## config.mk

```make
export PLATFORM = sky130hd
export DESIGN_NAME = dense_argmax_engine
export DESIGN_NICKNAME = d
export VERILOG_FILES = /design/src/rtl/cnn_pkg.sv /design/src/rtl/argmax_tracker.sv /design/src/rtl/dense_argmax_engine.sv
export SDC_FILE = /design/constraint.sdc
export NUM_CORES = 1
export LEC_CHECK = 0
export BUFFER_PORTS_ARGS = -buffer_cell sky130_fd_sc_hd__buf_2
export CAP_MARGIN = 5
export CORE_MARGIN = 4
export CORE_UTILIZATION = 63
export CTS_CLUSTER_DIAMETER = 100
export DETAILED_ROUTE_END_ITERATION = 10
export PLACE_DENSITY = 0.89
export REMOVE_ABC_BUFFERS = 1
export SYNTH_ARGS = -nofsm -noshare
export SYNTH_HDL_FRONTEND = slang
export SYNTH_SLANG_ARGS = --single-unit
```

## constraint.sdc

```tcl
create_clock -name clk -period 11.35 [get_ports clk]
set_input_delay 2.27 -clock clk [delete_from_list [all_inputs] [get_ports clk]]
set_output_delay 2.27 -clock clk [all_outputs]
set_load 0.005 [all_outputs]
```

## src/rtl/cnn_pkg.sv

```systemverilog
// cnn_pkg: shared FSM states, width defaults and clog2 for the CNN stages
package cnn_pkg;
  localparam int DEF_FEAT_W   = 24;
  localparam int DEF_WEIGHT_W = 8;
  localparam int DEF_ACC_W    = 40;
  typedef enum logic [2:0] {IDLE, FETCH, DRAIN, CMP, DONE} state_e;
  function automatic int clog2(input int v);
    int r;
    r = 0;
    while ((1 << r) < v) r++;
    return r;
  endfunction
endpackage

```

## src/rtl/argmax_tracker.sv

```systemverilog
// argmax_tracker: running maximum with lowest-index-wins tie rule
module argmax_tracker #(
  parameter int ACC_W = 40,
  parameter int CLS_W = 2
) (
  input  logic                    clk,
  input  logic                    rst,
  input  logic                    clr,
  input  logic                    cmp_en,
  input  logic signed [ACC_W-1:0] score,
  input  logic [CLS_W-1:0]        idx,
  output logic signed [ACC_W-1:0] best_score,
  output logic [CLS_W-1:0]        best_idx,
  output logic                    best_valid
);
  logic signed [ACC_W-1:0] best_d;
  logic [CLS_W-1:0] idx_d;
  logic valid_d, upd;
  // strict greater-than keeps the earlier (lower) index on ties
  always_comb begin
    upd     = cmp_en && (!best_valid || score > best_score);
    best_d  = clr ? '0 : upd ? score : best_score;
    idx_d   = clr ? '0 : upd ? idx : best_idx;
    valid_d = clr ? 1'b0 : (best_valid || upd);
  end
  // tracker state register
  always_ff @(posedge clk) begin
    if (rst) begin
      best_score <= '0;
      best_idx   <= '0;
      best_valid <= 1'b0;
    end else begin
      best_score <= best_d;
      best_idx   <= idx_d;
      best_valid <= valid_d;
    end
  end
endmodule

```

## src/rtl/dense_argmax_engine.sv

```systemverilog
// dense_argmax_engine: per-class dot product over BRAM features/weights with argmax
module dense_argmax_engine
  import cnn_pkg::*;
#(
  parameter int IN_FEATURES = 6,
  parameter int NUM_CLASSES = 3,
  parameter int FEAT_W      = DEF_FEAT_W,
  parameter int WEIGHT_W    = DEF_WEIGHT_W,
  parameter int USE_BIAS    = 0,
  parameter int ACC_W       = DEF_ACC_W,
  parameter int FEAT_AW     = 5,
  parameter int W_AW        = 6,
  parameter int CLS_W       = 2
) (
  input  logic                clk,
  input  logic                rst,
  input  logic                start,
  output logic                busy,
  output logic                done,
  output logic                feat_rd_en,
  output logic [FEAT_AW-1:0]  feat_rd_addr,
  input  logic [FEAT_W-1:0]   feat_rd_data,
  output logic                w_rd_en,
  output logic [W_AW-1:0]     w_rd_addr,
  input  logic [WEIGHT_W-1:0] w_rd_data,
  output logic [CLS_W-1:0]    class_out,
  output logic [ACC_W-1:0]    max_score
);
  localparam int K_W    = clog2(IN_FEATURES + 1);
  localparam int LAST_K = IN_FEATURES - 1 + USE_BIAS;
  state_e state_q, state_d;
  logic [K_W-1:0] k_q, k_d;
  logic [CLS_W-1:0] c_q, c_d, cls_q, cls_d, best_idx;
  logic [W_AW-1:0] base_q, base_d;
  logic signed [ACC_W-1:0] acc_q, acc_d, max_q, max_d, best_score, prod_x, bias_x;
  logic signed [FEAT_W+WEIGHT_W-1:0] prod;
  logic mac_q, mac_d, bias_q, bias_d, done_q, done_d, busy_q, busy_d;
  logic fetch, is_bias, clr, cmp_en, best_valid;
  assign prod   = $signed(feat_rd_data) * $signed(w_rd_data);
  assign prod_x = ACC_W'(prod);
  assign bias_x = ACC_W'($signed(w_rd_data));
  // sequencing, BRAM addressing and MAC accumulate one cycle behind the read issue
  always_comb begin
    fetch        = state_q == FETCH;
    is_bias      = USE_BIAS != 0 && k_q == K_W'(IN_FEATURES);
    feat_rd_en   = fetch && !is_bias;
    w_rd_en      = fetch;
    feat_rd_addr = FEAT_AW'(k_q);
    w_rd_addr    = is_bias ? W_AW'(NUM_CLASSES * IN_FEATURES) + W_AW'(c_q) : base_q + W_AW'(k_q);
    mac_d        = feat_rd_en;
    bias_d       = fetch && is_bias;
    acc_d        = acc_q + (mac_q ? prod_x : bias_q ? bias_x : '0);
    state_d      = state_q;
    k_d          = k_q;
    c_d          = c_q;
    base_d       = base_q;
    cls_d        = cls_q;
    max_d        = max_q;
    done_d       = 1'b0;
    clr          = 1'b0;
    cmp_en       = 1'b0;
    case (state_q)
      IDLE: if (start) begin
        state_d = FETCH;
        k_d     = '0;
        c_d     = '0;
        base_d  = '0;
        acc_d   = '0;
        clr     = 1'b1;
      end
      FETCH: begin
        k_d     = k_q + 1'b1;
        state_d = k_q == K_W'(LAST_K) ? DRAIN : FETCH;
      end
      DRAIN: state_d = CMP;
      CMP: begin
        cmp_en = 1'b1;
        acc_d  = '0;
        k_d    = '0;
        if (c_q == CLS_W'(NUM_CLASSES - 1)) state_d = DONE;
        else begin
          c_d     = c_q + 1'b1;
          base_d  = base_q + W_AW'(IN_FEATURES);
          state_d = FETCH;
        end
      end
      DONE: begin
        done_d  = 1'b1;
        cls_d   = best_idx;
        max_d   = best_score;
        state_d = IDLE;
      end
      default: state_d = IDLE;
    endcase
    busy_d = state_d != IDLE;
  end
  // state and datapath registers
  always_ff @(posedge clk) begin
    if (rst) begin
      state_q <= IDLE;
      k_q     <= '0;
      c_q     <= '0;
      base_q  <= '0;
      acc_q   <= '0;
      max_q   <= '0;
      cls_q   <= '0;
      mac_q   <= 1'b0;
      bias_q  <= 1'b0;
      done_q  <= 1'b0;
      busy_q  <= 1'b0;
    end else begin
      state_q <= state_d;
      k_q     <= k_d;
      c_q     <= c_d;
      base_q  <= base_d;
      acc_q   <= acc_d;
      max_q   <= max_d;
      cls_q   <= cls_d;
      mac_q   <= mac_d;
      bias_q  <= bias_d;
      done_q  <= done_d;
      busy_q  <= busy_d;
    end
  end
  argmax_tracker #(.ACC_W(ACC_W), .CLS_W(CLS_W)) u_track (
    .clk(clk), .rst(rst), .clr(clr), .cmp_en(cmp_en), .score(acc_q), .idx(c_q),
    .best_score(best_score), .best_idx(best_idx), .best_valid(best_valid)
  );
  assign busy      = busy_q;
  assign done      = done_q;
  assign class_out = cls_q;
  assign max_score = max_q;
endmodule

```

== Yosys cells after proc, flatten, opt, wreduce, memory -nomap -nowiden ==
Index checks and enable logic that the tools add are counted.
Storage, ports and cells
  register bits after elaboration: 142
  input bits: 35
  output and inout port bits: 57
  word-level logic and storage cells: 58
Cells by class
  add/subtract/negate cells: 5
  multiply operators: 1
  $lt $le $gt $ge: 1
  eq/ne operators: 8
  muxes and demuxes: 19
  reductions and logical operators: 11
Operator list (count)
  40-bit two-way mux: 2
  40-bit case mux with 2 select lines: 1
  40-bit adder: 1
  40-bit > comparator: 1
  24-bit by 8-bit multiplier with 32-bit output: 1
  6-bit two-way mux: 2
  3-bit case mux with 4 select lines: 1
  6-bit case mux with 2 select lines: 1
  3-bit two-way mux: 3
  3-bit case mux with 3 select lines: 1
  6-bit by 3-bit adder with 6-bit output: 1
  6-bit by 3-bit adder with 6-bit output, second input constant: 1
  3-bit by 2-bit equality test with 1-bit output, second input constant: 2
  3-bit equality test, second input constant: 2
  2-bit two-way mux: 3
  3-bit nonzero test: 2
  1-bit two-way mux: 4
  2-bit inequality test, second input constant: 2
  2-bit case mux with 2 select lines: 1
  3-bit by 1-bit adder with 3-bit output, second input constant: 1
  3-bit by 1-bit equality test with 1-bit output, second input constant: 1
  3-bit zero test: 1
  3-bit AND reduction: 1
  2-bit by 1-bit adder with 2-bit output, second input constant: 1
  7 further kinds: 8

== Longest topological paths before layout ==
Gate-level depths: netlist of the first run.
  word-level depth: 5
  gate-level depth with buffers: 30
  depth with buffers taken out: 29

== Modules after synthesis ==
A second synthesis of the first run with hierarchy kept.
Unflattened totals
  cell total of the unflattened synthesis: 1783
  area, all modules: 14941.8 sq um
Modules (own cells, without submodules)
  dense_argmax_engine: instances 1, cells each 1444, area an instance 12114.1 sq um, sequential area each 1961.9 sq um
  argmax_tracker: instances 1, cells each 339, area an instance 2827.7 sq um, sequential area each 860.8 sq um

== Worst setup path before layout of the first run ==
No wires, ideal clock.
  path type: input-to-reg
  start: in w_rd_data[7]
  end: reg acc_q[39]
  setup time: 0.072 ns
  arrival: 8.658 ns
  required time: 11.278 ns
  setup slack: 2.620 ns
  stages on the path: 29
  path buffers: 1
  cell sequence: inv_1 -> clkbuf_1 -> nor2_1 -> fa_1 -> fa_1 -> fa_1 -> inv_1 -> fa_1 -> inv_1 -> ha_1 -> a21o_1 -> a21oi_1 -> a31oi_1 -> o21ai_0 -> a21oi_1 -> o21ai_0 -> a21oi_1 -> xnor2_1 -> nor2_1 -> ha_1 -> a21o_1 -> a21o_1 -> a2111oi_0 -> o41a_1 -> o21ai_1 -> a21oi_2 -> o211ai_1 -> o31ai_2 -> mux2i_1
On the way
  cells in the longest elaborated chain, start to end: 5
RTL lines
  start: declaration: line dense_argmax_engine.sv:25  | input logic [WEIGHT_W-1:0] w_rd_data,
  24-bit by 8-bit multiplier with 32-bit output (*): line dense_argmax_engine.sv:39  | assign prod = $signed(feat_rd_data) * $signed(w_rd_data);
  40-bit two-way mux (*): line dense_argmax_engine.sv:52  | acc_d = acc_q + (mac_q ? prod_x : bias_q ? bias_x : '0);
  40-bit adder (*): line dense_argmax_engine.sv:52
  40-bit two-way mux: line dense_argmax_engine.sv:63  | IDLE: if (start) begin
  40-bit case mux with 2 select lines (*): line dense_argmax_engine.sv:62  | case (state_q)
  end signal: assignment: line dense_argmax_engine.sv:104  | acc_q <= '0;
  end signal: assignment: line dense_argmax_engine.sv:116  | acc_q <= acc_d;
  end: declaration: line dense_argmax_engine.sv:35  | logic signed [ACC_W-1:0] acc_q, acc_d, max_q, max_d, best_score, prod_x, bias_x;
Mark *: on every way between the ends. The rest lies on a longest branch, timed or not.
A chain may end at the register's enable or synchronous reset.

== Worst setup path after layout of the first run ==
Ends and elaborated chain as after synthesis.

==> impl_metrics.yaml, run 1 <==
run_status:
  result_of_the_run: "complete, no violations"
critical_path:
  worst_path_dominant_cell_family: "compound AO/OA/AOI/OAI gates"
  setup.reg_to_reg.worst_slack_ns: 7.38
  cp_slowest_cell: "sky130_fd_sc_hd__inv_1"
  worstPathMaxFanout: 22
  crit_top_cell: "sky130_fd_sc_hd__fa_1"
  timing.critical_path.to_type: "register"
  cpPeakStageDelay_ns: 0.55
  critical_path.reg2reg.startpoint: "mac_q$_SDFF_PP0_"
  r2r.worst_path.cells: 12
  worst_r2r_endpoint: "acc_q[39]$_SDFF_PP0_"
  worst-setup-path-type: "in2reg"
  critical_path_arrival_ns: 9.76
  crit_buf_inv: 4
  crit_path_start_kind: "input pin"
  cp_data_required_time_ns: 11.70
pwr:
  total_switching_power_mw: 1.403
  power_frac_clock_pct: 17.9
  intPower_mw: 1.738
  switching_share_of_power_pct: 44.67
  power_density_mw_per_mm2: 197.7
  leakage_nw: 7.822
  ir_drop_v: 0.00008861
  combinational_power_share_pct: 63.8
  proportion_of_power_drawn_by_flip_flops_and_latches_pct: 18.3
layout:
  layoutNonFillerInstCount: 2114
  antenna-diode-count: 0
  final_layout_size_suffix_gt1_share_pct: 7.885
  area_delta_synth_final_pct: 7.877
  sequential_cell_area_sq_mm: 0.002823
  layout.nets: 2124
  fillerInstances: 1703
  multiInputGateArea_sq_mm: 0.01057
sta:
  setup_viol: 0
  rsz0062_at_grt: "no"
  final_max_slew_viol_count: 0
  finalCriticalPeriod_ns: 9.418
  finalHoldViolCount: 0
  finalClockSkew_ns: 0.008068
  worst-slew-pin-transition_ns: 1.149
  maxClockFrequency_mhz: 106.2
  setup-tns-final_ns: 0
  post-route-period-util_pct: 82.98
  timing.max_slew.rel_slack_pct: 23.17
floorplanning:
  ios: 92
  die_height_um: 160.9
  initial_utilization_pct: 64.45
  num_rows: 55
  floorplan.die_area_sq_mm: 0.02588
  die_x_um: 160.9
  fp.coreArea_sq_mm: 0.02285
clocking:
  cts_hold_repair.buffers: 0
  cts_setup_buffers: 0
  clk_pin_slew_ns: 0.05
  cts_num_sinks: 141
  ctsRootBufferMaster: "sky130_fd_sc_hd__clkbuf_16"
  insertion_delay_ns: 0.42
  cts_inserted_buffers: 17
  cts_tree: "built"
  cts_resized: 0
  cts_max_path_buffers: 2
  cts.htree.levels: 4
yosys:
  synthesis.area_sq_mm: 0.01472
  synthDistinctLibCells: 70
  synthMostInstantiatedCell: "sky130_fd_sc_hd__inv_1"
  yosys-top-cells-count: "273 x sky130_fd_sc_hd__inv_1, 161 x sky130_fd_sc_hd__and2_1, 157 x sky130_fd_sc_hd__nor2_1"
  yosysTopAreaCellShare_pct: 20.67
  netlist.top_cell.by_area: "sky130_fd_sc_hd__fa_1"
  postSynthRegisterBits: 141
  ys_top_cells_by_area: "sky130_fd_sc_hd__fa_1 21%, sky130_fd_sc_hd__dfxtp_1 19%, sky130_fd_sc_hd__ha_1 12%"
  synthesis.instances: 1739
  synth_async_sr_flop_share_pct: 0
  warning_count_from_the_yosys_run: 0
  synth.avg_cell_area_sq_um: 8.467
  synth-edff-count: 0
  yosys_most_used_dff: "sky130_fd_sc_hd__dfxtp_1"
  yosysSeqAreaShare_pct: 19.17
placement:
  placement.io_buffers: 89
  routabilityCongestion: 0.9145
  numPlacedInstances: 2085
  detailedPlacementHpwl_mm: 25.64
routing:
  wire_per_inst_um: 15.45
  drt-initial-drc-count: 740
  final_antenna_net_count: 0
  drt_wl_total_mm: 32.67
  drt_pass1_iterations: 6
  detail_route.vias_per_cell: 5.543
  route.detailed.drc: 0
  vias: 11720
global_route:
  gr-usage-all-layers_pct: 25.51
  overflow: 0
  grt_first_pass_wirelength_mm: 55.69
  antenna_found_initial: 0
  first_global_vias: 12100
  maximum_number_of_pins_on_one_net_before_global_route_repair: 54
job:
  max_cap_viols: 0
worst_hold_path:
  hold-path-cell-count: 2
  hold_end: "max_score[5]$_SDFFE_PP0P_"
  hold_path_startpoint: "max_score[5]$_SDFFE_PP0P_"
  hp-class: "reg2reg"
[registers in the layout, indices dropped and copies added, names as in the netlist, 3 cells and up]
register / cells
state_q: 3
acc_q: 40
u_track.best_score: 40
max_score: 40
k_q: 3
base_q: 5
[layout by cell type, fill, tap and decap left out, types with 15 or more instances in the layout]
cell                        count
sky130_fd_sc_hd__mux2i_1       44
sky130_fd_sc_hd__nand4_1       15
sky130_fd_sc_hd__buf_2         89
sky130_fd_sc_hd__nor2_1       157
sky130_fd_sc_hd__a21o_1        44
sky130_fd_sc_hd__xor2_1        23
sky130_fd_sc_hd__xnor2_1       42
sky130_fd_sc_hd__nand3_1       19
sky130_fd_sc_hd__inv_1        273
sky130_fd_sc_hd__nor3_1        25
sky130_fd_sc_hd__fa_1         152
sky130_fd_sc_hd__o21ai_0       30
sky130_fd_sc_hd__clkbuf_16     17
sky130_fd_sc_hd__dfxtp_1      141
sky130_fd_sc_hd__ha_1         146
sky130_fd_sc_hd__a21oi_1      114
sky130_fd_sc_hd__nand2b_1      17
sky130_fd_sc_hd__and2_1       161
sky130_fd_sc_hd__nand2_1      142
[stage by stage]
stage / util, % / worst slack [ns] / hold slack (ns) / power [mW] / area, sq um
final: 69.52 / 1.932 / 0.4482 / 3.141 / 15880
after global routing: 69.52 / 1.262 / 0.4672 / 3.452 / 15880
after CTS: 69.52 / 1.976 / 0.4506 / 3.138 / 15880
after detailed placement: 66.91 / 1.647 / 0.4430 / 2.565 / 15290
after global placement: 66.91 / 1.880 / 0.4396 / 2.482 / 15290
after floorplan: - / 2.613 / 0.4255 / 2.150 / 14410
[metal layers]
metal,GRT usage [%],routed length (um),share of wire (%),vias to the layer above
met5,0,0,0,-
met4,7.251,650,2.0,0
met3,3.182,1655,5.1,55
li1,-,-,-,5713
met2,44.53,15670,48,340
met1,33.52,14690,45,5609
[final cells by class]
class / count / share of cell area [%]
Multi-Input combinational cell: 1265 / 66.56
Sequential cell: 141 / 17.77
Inverter: 273 / 6.451
Clock buffer: 22 / 3.048
Timing Repair Buffer: 93 / 2.993
Tap cell: 313 / 2.466
Clock inverter: 7 / 0.7089
[how the worst max path moves through the flow]
stage	start	endpoint	slack (ns)	cells after the start
finish	w_rd_data[7]	acc_q[39]$_SDFF_PP0_	1.93	29
global route	w_rd_data[7]	acc_q[39]$_SDFF_PP0_	1.26	29
CTS	w_rd_data[7]	acc_q[39]$_SDFF_PP0_	1.98	29
detailed placement	w_rd_data[7]	acc_q[39]$_SDFF_PP0_	1.65	29
global placement	w_rd_data[7]	acc_q[39]$_SDFF_PP0_	1.88	29
floorplan	w_rd_data[7]	acc_q[39]$_SDFF_PP0_	2.61	28
[power groups by stage]
stage	Clock, mW	Sequential [mW]	Combinational, mW
after global routing	0.588	0.579	2.29
after floorplan	0	0.565	1.58
after global placement	0	0.582	1.90
after CTS	0.566	0.574	2.00
final	0.562	0.576	2.00
after detailed placement	0	0.583	1.98
[logic make-up (layout without fill, tap and decap cells)]
family | after synthesis | after routing | share of synthesized area, %
AOI/OAI and AO/OA | 273 | 273 | 11.97
xor gates and xnor gates | 65 | 65 | 3.866
adders and majority gates | 298 | 298 | 33.07
buffers and inverters | 334 | 395 | 9.126
DFF | 141 | 141 | 19.17
muxes | 44 | 44 | 2.991
other | 1 | 2 | 0.02547
and+or+nand+nor | 583 | 583 | 19.77
[worst register-to-register path: stages, from the launching register on]
cell and delay [ns]:
sky130_fd_sc_hd__dfxtp_1 0.72, sky130_fd_sc_hd__inv_1 0.53, sky130_fd_sc_hd__nor3_1 0.34, sky130_fd_sc_hd__ha_1 0.35
sky130_fd_sc_hd__and3_1 0.23, sky130_fd_sc_hd__a221o_1 0.32, sky130_fd_sc_hd__a41oi_1 0.20, sky130_fd_sc_hd__o21ai_1 0.10
sky130_fd_sc_hd__or2_1 0.31, sky130_fd_sc_hd__a21oi_2 0.17, sky130_fd_sc_hd__o211ai_1 0.18, sky130_fd_sc_hd__o31ai_2 0.27
sky130_fd_sc_hd__mux2i_1 0.20
Power figures use the tool's default switching activity.
==> run 2, diff against run 1 <==
CORE_UTILIZATION = 57   (was 63)
PLACE_DENSITY = 0.86   (was 0.89)
clock period = 7.6 ns   (was 11.35 ns; I/O delays follow)
==> run 2 against run 1 <==
Effect of this change:
- die area up 10%
- flip-flop and latch count unchanged
- power up 91%
- worst setup slack worse by 1.9 ns
- first-iteration DRC count up 36%
- clock skew up 0.0012 ns
- global-route usage down 0.44 points
- final area up 13%
- via count up 11%
- critical path depth up 2
- sequential power up 50%
- combinational power up 110%
==> impl_metrics.yaml, run 2 (synthesized netlist as in run 1, its figures left out) <==
floorplanning:
  initial_utilization_pct: 58.14
  ios: 92
  fp.coreArea_sq_mm: 0.02533
  die_x_um: 168.7
  floorplan.die_area_sq_mm: 0.02847
  num_rows: 58
  die_height_um: 168.7
routing:
  route.detailed.drc: 0
  drt_wl_total_mm: 39.63
  drt_pass1_iterations: 5
  vias: 13030
  wire_per_inst_um: 17.09
  drt-initial-drc-count: 1005
  detail_route.vias_per_cell: 5.618
  final_antenna_net_count: 0
clocking:
  insertion_delay_ns: 0.42
  cts.htree.levels: 4
  cts_max_path_buffers: 2
  clk_pin_slew_ns: 0.06
  cts_inserted_buffers: 17
  cts_hold_repair.buffers: 0
  cts_tree: "built"
  cts_num_sinks: 141
  ctsRootBufferMaster: "sky130_fd_sc_hd__clkbuf_16"
sta:
  finalHoldViolCount: 0
  post-route-period-util_pct: 99.85
  worst-slew-pin-transition_ns: 0.9838
  finalCriticalPeriod_ns: 7.588
  setup_slack_ns: 0.01161
  fin_hold_ws_ns: 0.4498
  final_max_slew_viol_count: 0
  timing.max_slew.rel_slack_pct: 34.41
  finalClockSkew_ns: 0.009247
  setup-tns-final_ns: 0
  maxClockFrequency_mhz: 131.8
  setup_viol: 0
worst_hold_path:
  hp-class: "reg2reg"
  hold_path_startpoint: "max_score[30]$_SDFFE_PP0P_"
  hold-path-cell-count: 2
  hold_end: "max_score[30]$_SDFFE_PP0P_"
pwr:
  fin_total_pwr_mw: 6.013
  ir_drop_v: 0.0001982
  power_density_mw_per_mm2: 334.8
  leakage_nw: 8.809
critical_path:
  cpPeakStageDelay_ns: 0.57
  worst_r2r_endpoint: "acc_q[25]$_SDFF_PP0_"
  setup.reg_to_reg.worst_slack_ns: 3.86
  critical_path.reg2reg.startpoint: "mac_q$_SDFF_PP0_"
  cp_slowest_cell: "sky130_fd_sc_hd__fa_1"
  worst-setup-path-type: "in2reg"
  crit_buf_inv: 7
  cp_data_required_time_ns: 7.89
  r2r.worst_path.cells: 13
  crit_path_start_kind: "input pin"
  critical_path_arrival_ns: 7.88
  cp.depth: 31
  worst_path_dominant_cell_family: "compound AO/OA/AOI/OAI gates"
  timing.critical_path.to_type: "register"
  crit_top_cell: "sky130_fd_sc_hd__a21oi_2"
  worstPathMaxFanout: 7
layout:
  final_layout_size_suffix_gt1_share_pct: 21.87
  most_common_cell_after_layout_fill_and_taps_aside: "sky130_fd_sc_hd__inv_1"
  area_delta_synth_final_pct: 21.97
  layout.nets: 2309
  most-common-layout-cells: "263 x sky130_fd_sc_hd__inv_1, 182 x sky130_fd_sc_hd__buf_4, 150 x sky130_fd_sc_hd__and2_1, 144 x sky130_fd_sc_hd__fa_1, 142 x sky130_fd_sc_hd__nor2_1"
  antenna-diode-count: 0
job:
  max_cap_viols: 0
placement:
  dp_slack_ns: -0.7632
  routabilityCongestion: 0.9291
  detailedPlacementHpwl_mm: 28.52
  placement.io_buffers: 89
global_route:
  maximum_number_of_pins_on_one_net_before_global_route_repair: 54
  antenna_found_initial: 0
  first_global_vias: 12860
  overflow: 0
  gr-usage-all-layers_pct: 25.07
  grt_first_pass_wirelength_mm: 59.96
run_status:
  result_of_the_run: "complete, no violations"
[run 2: cell types whose count changed in the layout (fill, tap and decap cells not counted), moves of 13 or more]
cell	delta
sky130_fd_sc_hd__nor2_1	-15
sky130_fd_sc_hd__ha_1	-13
sky130_fd_sc_hd__a21oi_1	-16
sky130_fd_sc_hd__buf_4	+178
sky130_fd_sc_hd__buf_6	+13
sky130_fd_sc_hd__buf_2	-13
sky130_fd_sc_hd__a21oi_2	+15
[run 2: worst max-delay path by stage]
stage	startpoint	slack (ns)	to
after global routing	w_rd_data[4]	-0.19	acc_q[38]$_SDFF_PP0_
after floorplan	w_rd_data[7]	-0.39	acc_q[39]$_SDFF_PP0_
final	w_rd_data[7]	0.01	acc_q[38]$_SDFF_PP0_
after detailed placement	w_rd_data[7]	-0.76	acc_q[39]$_SDFF_PP0_
after CTS	w_rd_data[6]	0.008	acc_q[25]$_SDFF_PP0_
after global placement	w_rd_data[7]	-0.55	acc_q[39]$_SDFF_PP0_
[run 2: through the flow]
step           instances  instance area (sq um)  utilization [%]
2_1_floorplan       1679                  14410                -
3_3_place_gp        2277                  16630            65.68
3_5_place_dp        2277                  16630            65.68
4_1_cts             2309                  17330            68.41
5_1_grt             2319                  17960            70.91
6_report            2319                  17960            70.91
[run 2: timing repair]
item / 4_1_cts / 5_1_grt
endpoints found under the hold margin: 0 / 0
buffers inserted: 0 / 9
gates cloned: 0 / 1
setup endpoints to repair: 13 / 18
gates resized for setup: 15 / 148
pin swaps: 7 / 108
[run 2: area by class of cell]
type                       instances  area, sq um
multi-input combinational       1265        11080
fill                            1748         7368
sequential                       141         2823
timing repair buffer             278         1988
inverter                         273         1030
clock buffer                      22        484.2
tap                              330        412.9
clock inverter                    10        136.4
[run 2: layer usage]
layer	wire length (um)	share of wire [%]	GRT usage [%]
met1	16100	41	32.76
met2	20010	50	44.39
met3	2198	5.5	2.452
met4	1323	3.3	7.092
met5	0	0	0
[run 2: where the power goes]
| group | total [mW] | internal (mW) | switching (mW) |
|---|---|---|---|
| Sequential | 0.864 | 0.793 | 0.0715 |
| Clock | 0.860 | 0.550 | 0.311 |
| Combinational | 4.29 | 2.07 | 2.22 |
| Total | 6.01 | 3.41 | 2.60 |
[run 2: worst register-to-register path, stage by stage (launching register included)]
cell                      delay [ns]
sky130_fd_sc_hd__dfxtp_1        0.68
sky130_fd_sc_hd__inv_1          0.50
sky130_fd_sc_hd__nor2_1         0.31
sky130_fd_sc_hd__ha_1           0.29
sky130_fd_sc_hd__a21o_1         0.20
sky130_fd_sc_hd__a221o_1        0.33
sky130_fd_sc_hd__a41oi_2        0.19
sky130_fd_sc_hd__o21ai_2        0.09
sky130_fd_sc_hd__or2_4          0.26
sky130_fd_sc_hd__buf_4          0.15
sky130_fd_sc_hd__a31oi_2        0.23
sky130_fd_sc_hd__buf_4          0.15
sky130_fd_sc_hd__xor2_1         0.15
sky130_fd_sc_hd__nor2_1         0.06
==> run 3, diff against run 2 <==
CORE_UTILIZATION = 35   (was 57)
PLACE_DENSITY = 0.6   (was 0.86)
==> run 3 against run 2 <==
Effect of this change:
- worst setup slack improved by 0.21 ns
- sequential share of layout area fell by 0.44 points
- via count down 7.1%
- critical path depth is 2 lower
- sequential power barely moved
- critical endpoint unchanged
- largest cell class unchanged
- largest power group unchanged
- highest routed layer unchanged
==> impl_metrics.yaml, run 3 (synthesized netlist as in run 1, its figures left out) <==
pwr:
  power_density_mw_per_mm2: 320.4
  total_switching_power_mw: 2.493
  intPower_mw: 3.426
  ir_drop_v: 0.0001807
  switching_share_of_power_pct: 42.12
  combinational_power_share_pct: 70.8
  leakage_nw: 8.955
  power_frac_clock_pct: 14.7
  proportion_of_power_drawn_by_flip_flops_and_latches_pct: 14.5
  fin_total_pwr_mw: 5.919
global_route:
  gr-usage-all-layers_pct: 15.56
  grt_first_pass_wirelength_mm: 59.21
  overflow: 0
  first_global_vias: 12320
  maximum_number_of_pins_on_one_net_before_global_route_repair: 54
  antenna_found_initial: 0
sta:
  worst-slew-pin-transition_ns: 0.9725
  setup_viol: 0
  post-route-period-util_pct: 97.08
  finalClockSkew_ns: 0.01253
  maxClockFrequency_mhz: 135.5
  finalHoldViolCount: 0
  final_max_slew_viol_count: 0
  setup-tns-final_ns: 0
  finalCriticalPeriod_ns: 7.378
  timing.max_slew.rel_slack_pct: 35.16
  rsz0062_at_grt: "yes"
routing:
  drt-initial-drc-count: 452
  route.detailed.drc: 0
  final_antenna_net_count: 0
  drt_wl_total_mm: 35.12
  detail_route.vias_per_cell: 4.746
  drt_pass1_iterations: 4
  wire_per_inst_um: 13.78
  vias: 12100
layout:
  fillerInstances: 4035
  antenna-diode-count: 0
  most-common-layout-cells: "263 x sky130_fd_sc_hd__inv_1, 206 x sky130_fd_sc_hd__buf_4, 159 x sky130_fd_sc_hd__and2_1, 149 x sky130_fd_sc_hd__fa_1, 143 x sky130_fd_sc_hd__nor2_1"
  area_delta_synth_final_pct: 25.48
  most_common_cell_after_layout_fill_and_taps_aside: "sky130_fd_sc_hd__inv_1"
  layout.nets: 2337
  final_layout_size_suffix_gt1_share_pct: 22.86
  layout.cell_area.non_filler_sq_mm: 0.01848
floorplanning:
  initial_utilization_pct: 35.74
  die_x_um: 213.1
  ios: 92
  die_height_um: 213.1
  fp.coreArea_sq_mm: 0.04120
  floorplan.die_area_sq_mm: 0.04541
  num_rows: 74
critical_path:
  worstPathMaxFanout: 5
  crit_path_start_kind: "input pin"
  worst-setup-path-type: "in2reg"
  cp_slowest_cell: "sky130_fd_sc_hd__fa_1"
  cp_data_required_time_ns: 7.89
  cpPeakStageDelay_ns: 0.55
  critical_path_arrival_ns: 7.67
  crit_top_cell: "sky130_fd_sc_hd__fa_1"
  timing.critical_path.to_type: "register"
placement:
  routabilityCongestion: 0.8552
  post_dp_cell_area_sq_mm: 0.01707
  detailedPlacementHpwl_mm: 28.77
  placement.io_buffers: 89
clocking:
  clk_pin_slew_ns: 0.06
  cts_max_path_buffers: 2
  insertion_delay_ns: 0.42
  ctsRootBufferMaster: "sky130_fd_sc_hd__clkbuf_16"
  cts_num_sinks: 141
  cts_tree: "built"
  cts_inserted_buffers: 17
  cts.htree.levels: 4
job:
  max_cap_viols: 0
worst_hold_path:
  hp-class: "reg2reg"
run_status:
  result_of_the_run: "complete, no violations"
run 3: layout make-up:
type	count	area, sq um	share of cell area, %
clock buffers	18	439.2	2.377
clock inverters	14	182.7	0.9888
inverters	273	1027	5.560
multi-input cells	1265	11120	60.19
flip-flops and latches	141	2823	15.28
well taps	532	665.6	3.603
repair buffers	306	2218	12.01
run 3: repair_timing:
item | CTS | global route
pin swaps | 11 | 96
endpoints found under the setup margin | 10 | 19
gates resized for setup | 19 | 139
gates cloned | 0 | 1
setup buffers | 0 | 17
hold buffers | 0 | 0
run 3: per-stage QoR:
step                      setup WS [ns]  instances  hold WS (ns)  utilization [%]
after global placement          -0.5428       2500        0.4417            41.43
final                            0.2216       2549        0.4490            44.84
after detailed placement        -0.6108       2500        0.4444            41.43
after CTS                      0.008058       2532        0.4529            43.17
after floorplan                 -0.3872       1679        0.4255                -
after global routing           -0.09693       2549        0.4712            44.84
run 3: worst max-delay path: cells and delay by family:
family	cells	cell delay [ns]
AO/OA/AOI/OAI	10	1.84
AND/OR/NAND/NOR	6	0.79
adder cells (fa/ha/maj)	6	2.72
buffers and inverters	6	0.66
XOR/XNOR	1	0.14
run 3: metal layers:
metal  wire length [um]  part of all wire [%]  track usage (%)  up-vias
met5                  0                     0                0        -
met4                386                   1.1            2.954        0
met3               1067                   3.0            1.851       21
met2              16410                    47            25.90      171
met1              17260                    49            22.03     5759
li1                   -                     -                -     6146
run 3: power by group through the flow:
| stage | Clock, mW | Combinational [mW] | Sequential [mW] |
|---|---|---|---|
| after floorplan | 0 | 2.37 | 0.844 |
| after global placement | 0 | 3.60 | 0.875 |
| final | 0.870 | 4.19 | 0.861 |
| after CTS | 0.892 | 3.76 | 0.859 |
| after detailed placement | 0 | 3.66 | 0.876 |
| after global routing | 0.927 | 4.70 | 0.868 |
run 3: worst paths after layout:
kind                                    from                    endpoint  slack (ns)  depth (start not counted)
setup / recovery             feat_rd_data[8]        acc_q[38]$_SDFF_PP0_        0.22                         29
hold / removal    max_score[21]$_SDFFE_PP0P_  max_score[21]$_SDFFE_PP0P_        0.45                          2
setup reg to reg            mac_q$_SDFF_PP0_        acc_q[38]$_SDFF_PP0_        3.96                         12
hold reg to reg   max_score[21]$_SDFFE_PP0P_  max_score[21]$_SDFFE_PP0P_        0.45                          2
